File: src/rtl/mem_pkg.sv
// Shared types for the two-port memory arbiter.
// Port identifiers and the pending-read record live here.
package mem_pkg;

    localparam int MEM_WORDS = 4096;

    typedef enum logic {
        PORT_CPU = 1'b0,
        PORT_DMA = 1'b1
    } port_id_e;

    typedef struct packed {
        logic     valid;
        port_id_e port;
        logic     oor;
    } rd_pend_t;

endpackage

File: src/rtl/mem_arbiter.sv
// Shares the single-port program/data memory between the CPU and a DMA
// port: CPU priority, starvation-bounded DMA, out-of-range rejection.
module mem_arbiter #(
    parameter int AW        = 16,
    parameter int DW        = 16,
    parameter int MEM_WORDS = mem_pkg::MEM_WORDS,
    parameter int MAX_WAIT  = 4
) (
    input  logic          clk,
    input  logic          reset,

    input  logic          rq0_req,
    input  logic          rq0_we,
    input  logic [AW-1:0] rq0_addr,
    input  logic [DW-1:0] rq0_wdata,
    output logic          rq0_gnt,
    output logic          rq0_rvalid,
    output logic [DW-1:0] rq0_rdata,
    output logic          rq0_err,

    input  logic          rq1_req,
    input  logic          rq1_we,
    input  logic [AW-1:0] rq1_addr,
    input  logic [DW-1:0] rq1_wdata,
    output logic          rq1_gnt,
    output logic          rq1_rvalid,
    output logic [DW-1:0] rq1_rdata,
    output logic          rq1_err,

    output logic [AW-1:0] mem_Address,
    output logic          mem_Rden,
    output logic          mem_Wren,
    output logic [DW-1:0] mem_Dout,
    input  logic [DW-1:0] mem_Din,

    output logic [2:0]    wait_cnt
);

    import mem_pkg::*;

    localparam logic [2:0]  MAX_W = 3'(MAX_WAIT);
    localparam int unsigned LIM   = MEM_WORDS;
    localparam logic [AW:0] LIMIT = LIM[AW:0];

    logic [2:0] wait_cnt_q, wait_cnt_d;
    rd_pend_t   rd_pend_q, rd_pend_d;

    logic          gnt0, gnt1, win_any;
    port_id_e      win_port;
    logic          sel_we;
    logic [AW-1:0] sel_addr;
    logic [DW-1:0] sel_wdata;
    logic          sel_oor;

    // DMA is forced through once it has been starved MAX_WAIT cycles
    always_comb begin
        gnt0 = 1'b0;
        gnt1 = 1'b0;
        if (!reset) begin
            if (rq0_req && rq1_req) begin
                if (wait_cnt_q == MAX_W) begin
                    gnt1 = 1'b1;
                end else begin
                    gnt0 = 1'b1;
                end
            end else begin
                gnt0 = rq0_req;
                gnt1 = rq1_req;
            end
        end
    end

    assign win_any  = gnt0 | gnt1;
    assign win_port = gnt1 ? PORT_DMA : PORT_CPU;

    always_comb begin
        sel_we    = rq0_we;
        sel_addr  = rq0_addr;
        sel_wdata = rq0_wdata;
        if (gnt1) begin
            sel_we    = rq1_we;
            sel_addr  = rq1_addr;
            sel_wdata = rq1_wdata;
        end
    end

    assign sel_oor = ({1'b0, sel_addr} >= LIMIT);

    always_comb begin
        mem_Address = '0;
        mem_Dout    = '0;
        mem_Rden    = 1'b0;
        mem_Wren    = 1'b0;
        if (win_any) begin
            mem_Address = sel_addr;
            mem_Dout    = sel_wdata;
            mem_Wren    = sel_we & ~sel_oor;
            mem_Rden    = ~sel_we & ~sel_oor;
        end
    end

    assign rq0_gnt = gnt0;
    assign rq1_gnt = gnt1;
    assign rq0_err = gnt0 & sel_oor;
    assign rq1_err = gnt1 & sel_oor;

    always_comb begin
        wait_cnt_d = '0;
        if (rq1_req && !gnt1) begin
            if (wait_cnt_q == MAX_W) begin
                wait_cnt_d = MAX_W;
            end else begin
                wait_cnt_d = wait_cnt_q + 3'd1;
            end
        end
    end

    always_comb begin
        rd_pend_d       = '0;
        rd_pend_d.valid = win_any & ~sel_we;
        rd_pend_d.port  = win_port;
        rd_pend_d.oor   = sel_oor;
    end

    always_ff @(posedge clk or posedge reset) begin
        if (reset) begin
            wait_cnt_q <= '0;
            rd_pend_q  <= '0;
        end else begin
            wait_cnt_q <= wait_cnt_d;
            rd_pend_q  <= rd_pend_d;
        end
    end

    // Out-of-range reads still return a beat, but with zero data
    always_comb begin
        rq0_rvalid = 1'b0;
        rq1_rvalid = 1'b0;
        rq0_rdata  = '0;
        rq1_rdata  = '0;
        if (rd_pend_q.valid) begin
            if (rd_pend_q.port == PORT_CPU) begin
                rq0_rvalid = 1'b1;
                rq0_rdata  = rd_pend_q.oor ? '0 : mem_Din;
            end else begin
                rq1_rvalid = 1'b1;
                rq1_rdata  = rd_pend_q.oor ? '0 : mem_Din;
            end
        end
    end

    assign wait_cnt = wait_cnt_q;

endmodule

File: config.mk
export PLATFORM = sky130hd
export DESIGN_NAME = mem_arbiter
export DESIGN_NICKNAME = d
export VERILOG_FILES = /design/src/rtl/mem_pkg.sv /design/src/rtl/mem_arbiter.sv
export SDC_FILE = /design/constraint.sdc
export NUM_CORES = 1
export LEC_CHECK = 0
export CAP_MARGIN = 20
export CORE_ASPECT_RATIO = 1.5
export CORE_MARGIN = 1
export CORE_UTILIZATION = 24
export DETAILED_ROUTE_END_ITERATION = 10
export HOLD_SLACK_MARGIN = 0.1
export PLACE_DENSITY_LB_ADDON = 0.1
export SLEW_MARGIN = 20
export SYNTH_ARGS = -nofsm -noshare
export SYNTH_HDL_FRONTEND = slang
export SYNTH_SLANG_ARGS = --single-unit
File: constraint.sdc
create_clock -name clk -period 1.4 [get_ports clk]
set_input_delay 0.14 -clock clk [delete_from_list [all_inputs] [get_ports clk]]
set_output_delay 0.14 -clock clk [all_outputs]
set_load 0.02 [all_outputs]
==> reports/results.ini <==
[die]
die_h_um = 90.8
die_x_um = 61.2
rows = 32
start_util_pct = 24.8
io_pins = 161
core_area_mm2 = 0.00508
die-area_mm2 = 0.00556

[final_layout]
stdcell_area_mm2 = 0.00442
area_growth_pct = 250
fillerInstances = 263
layoutNonFillerInstCount = 478
multiInputGateArea_mm2 = 0.00185
nNetsFinal = 499
utilization_pct = 86.9
n_antenna_cell = 0
seqCellArea_um2 = 155
drive_gt1_share_pct = 61.0

[grt]
antenna_found_initial = 0
overflow = 0
grt_pass1_vias = 2316
grtUsageTotal_pct = 26.5
grt_pass1_wl_um = 11200
grt_max_degree = 25

[cts]
htreeDepth = 1
clock-root-buffer = clkbuf_8
insertion_delay_ps = 240
cts-buffers-inserted = 3
postCtsHoldBufs = 0
cts_tree = yes
clock_sinks = 6
clockBufferDepth = 2
clk_pin_slew_ps = 40

[setup_path]
critPathLaunchType = register
rrSetupSlack_ps = -290
worst_r2r_path_depth = 9
r2r_end = rd_pend_q[2]$_DFF_PP0_
critPathKind = reg2out
r2r-start = wait_cnt[1]$_DFF_PP0_
cp-end-kind = output port
cp_max_fo = 6
crit_required_ps = 1260
arrival_ps = 1790

[route]
drt_iter0_markers = 82
drc = 0
wl_per_cell_um = 17.6
viasPerCell = 5.16
vias = 2465
ant_nets = 0
routed_wl_um = 8430
drt_first_pass_iters = 4

[sta]
setup_viol_count_final = 44
clock_skew_ps = 1.13
slew_violations = 0
max_freq_mhz = 519
hold_ws_ps = 466
hold_viol = 0
worst_slew_pin_slew_ps = 370
relSlewSlack_pct = 75.1
rsz0062_at_grt = true
fin_crit_sh_pct = 138
fin_setup_tns_ps = -16950
setup_ws_ps = -528
period_needed_ps = 1930

[power]
p_total_mw = 1.84
intPower_mw = 1.10
p_per_area_mw_per_mm2 = 416
p_comb_share_pct = 72.8
switching_share_pct = 40.3
seqPwrFrac_pct = 10.7
peakVddDrop_uv = 271
power.switching_uw = 741
leakage_nw = 1.68
power.share.clock_pct = 16.5

[placement]
gp_congestion = 0.780
dp_cells = 452
place_area_mm2 = 0.00371
post-dp-hpwl_um = 4900
io_buffers = 160
place_ws_ps = -736

[run_status]
status = finished, violations left
violations = negative setup slack

[synth]
yosysTopAreaCell = a21oi_1
syn-instance-count = 210
ys_top_cells_by_area = a21oi_1 14%, nand3_1 13%, dfrtp_1 12%, o21ai_0 11%, nor2_1 10%
synth_cell_type_count = 29
yosys_register_bits = 6
synth.top_cell.area_share_pct = 13.9
synth_ff_type = dfrtp_1
synthesis.yosys.warnings = 0
syn_avg_cell_area_um2 = 6.01
yosysSeqAreaShare_pct = 11.9
synth_area_mm2 = 0.00126
synth_edf_count = 0
ys_async_sr_fraction_pct = 100
synth_fp_nets = 298
yosys-top-cells-count = 35 x a21oi_1, 35 x nor2_1, 33 x nand3_1

[hold_path]
holdCritPathClass = in2async

[job]
maxCapViolCount = 0

final cells by class:
cell class                      instances  share of cell area [%]
Clock buffer                            4                    1.02
Inverter                                7                   0.651
Multi-Input combinational cell        176                    41.8
Sequential cell                         6                    3.51
Tap cell                               68                    1.93
Timing Repair Buffer                  217                    51.1
cells in the final DEF, fill, tap and decap left out, types with 4 or more instances in the layout:
cell / count
buf_16: 4
clkdlybuf4s50_1: 85
nand3_4: 22
nand3_2: 10
nand2b_4: 6
nor2_1: 28
inv_1: 4
o21ai_4: 4
nand2b_1: 12
buf_2: 10
nor2_2: 4
buf_4: 53
buf_12: 11
o21ai_1: 13
o21ai_2: 16
a21oi_4: 32
buf_6: 45
dfrtp_2: 4
routing by layer:
| metal | global-route usage, % | up-vias | wire length, um |
|---|---|---|---|
| met5 | 0 | - | 0 |
| met4 | 11.6 | 0 | 329 |
| met3 | 6.02 | 27 | 630 |
| met2 | 48.7 | 132 | 4680 |
| met1 | 26.6 | 1160 | 2780 |
| li1 | - | 1146 | - |
registers in the layout, summed over array words and instances (netlist names):
register / flops
rd_pend_q: 3
wait_cnt: 3
power groups by stage:
stage,sequential (mW),clock [mW],combinational (mW)
2_1_floorplan,0.205,0,0.474
3_5_place_dp,0.198,0,1.01
4_1_cts,0.193,0.291,1.20
3_3_place_gp,0.197,0,1.00
6_report,0.196,0.304,1.34
5_1_grt,0.197,0.314,1.40
cell families (layout without fill, tap and decap cells):
kind of cell               Yosys count  in the layout  share of synthesized area [%]
DFF                                  6              6                           11.9
adders and majority gates            2              2                           1.98
and+or+nand+nor                     98             98                           38.7
muxes                                1              1                          0.793
AOI/OAI and AO/OA                   75             75                           32.4
buffers and inverters               28            228                           14.3
critical path: stages, from the launching register on:
cell,delay [ps]
dfrtp_2,400
inv_2,70
ha_4,170
a21bo_4,170
buf_12,130
buf_12,120
nand3_1,140
a21oi_4,170
buf_4,160
what timing repair did:
item	in CTS	in global routing
buffers inserted	13	2
cloned	4	4
hold endpoints to repair	0	0
pin swaps	18	45
setup endpoints to repair	81	77
resized for setup	419	87
worst max-delay path by stage:
| stage | start | end | slack, ps |
|---|---|---|---|
| after floorplan | wait_cnt[1]$_DFF_PP0_ | mem_Address[0] | -140 |
| after global placement | rq0_req | mem_Dout[0] | -710 |
| after detailed placement | rq0_req | mem_Dout[8] | -740 |
| after CTS | wait_cnt[0]$_DFF_PP0_ | mem_Wren | -440 |
| after global routing | wait_cnt[1]$_DFF_PP0_ | mem_Dout[7] | -580 |
| final | wait_cnt[1]$_DFF_PP0_ | mem_Dout[7] | -530 |
Note: power is estimated with default switching activity, not from simulation.
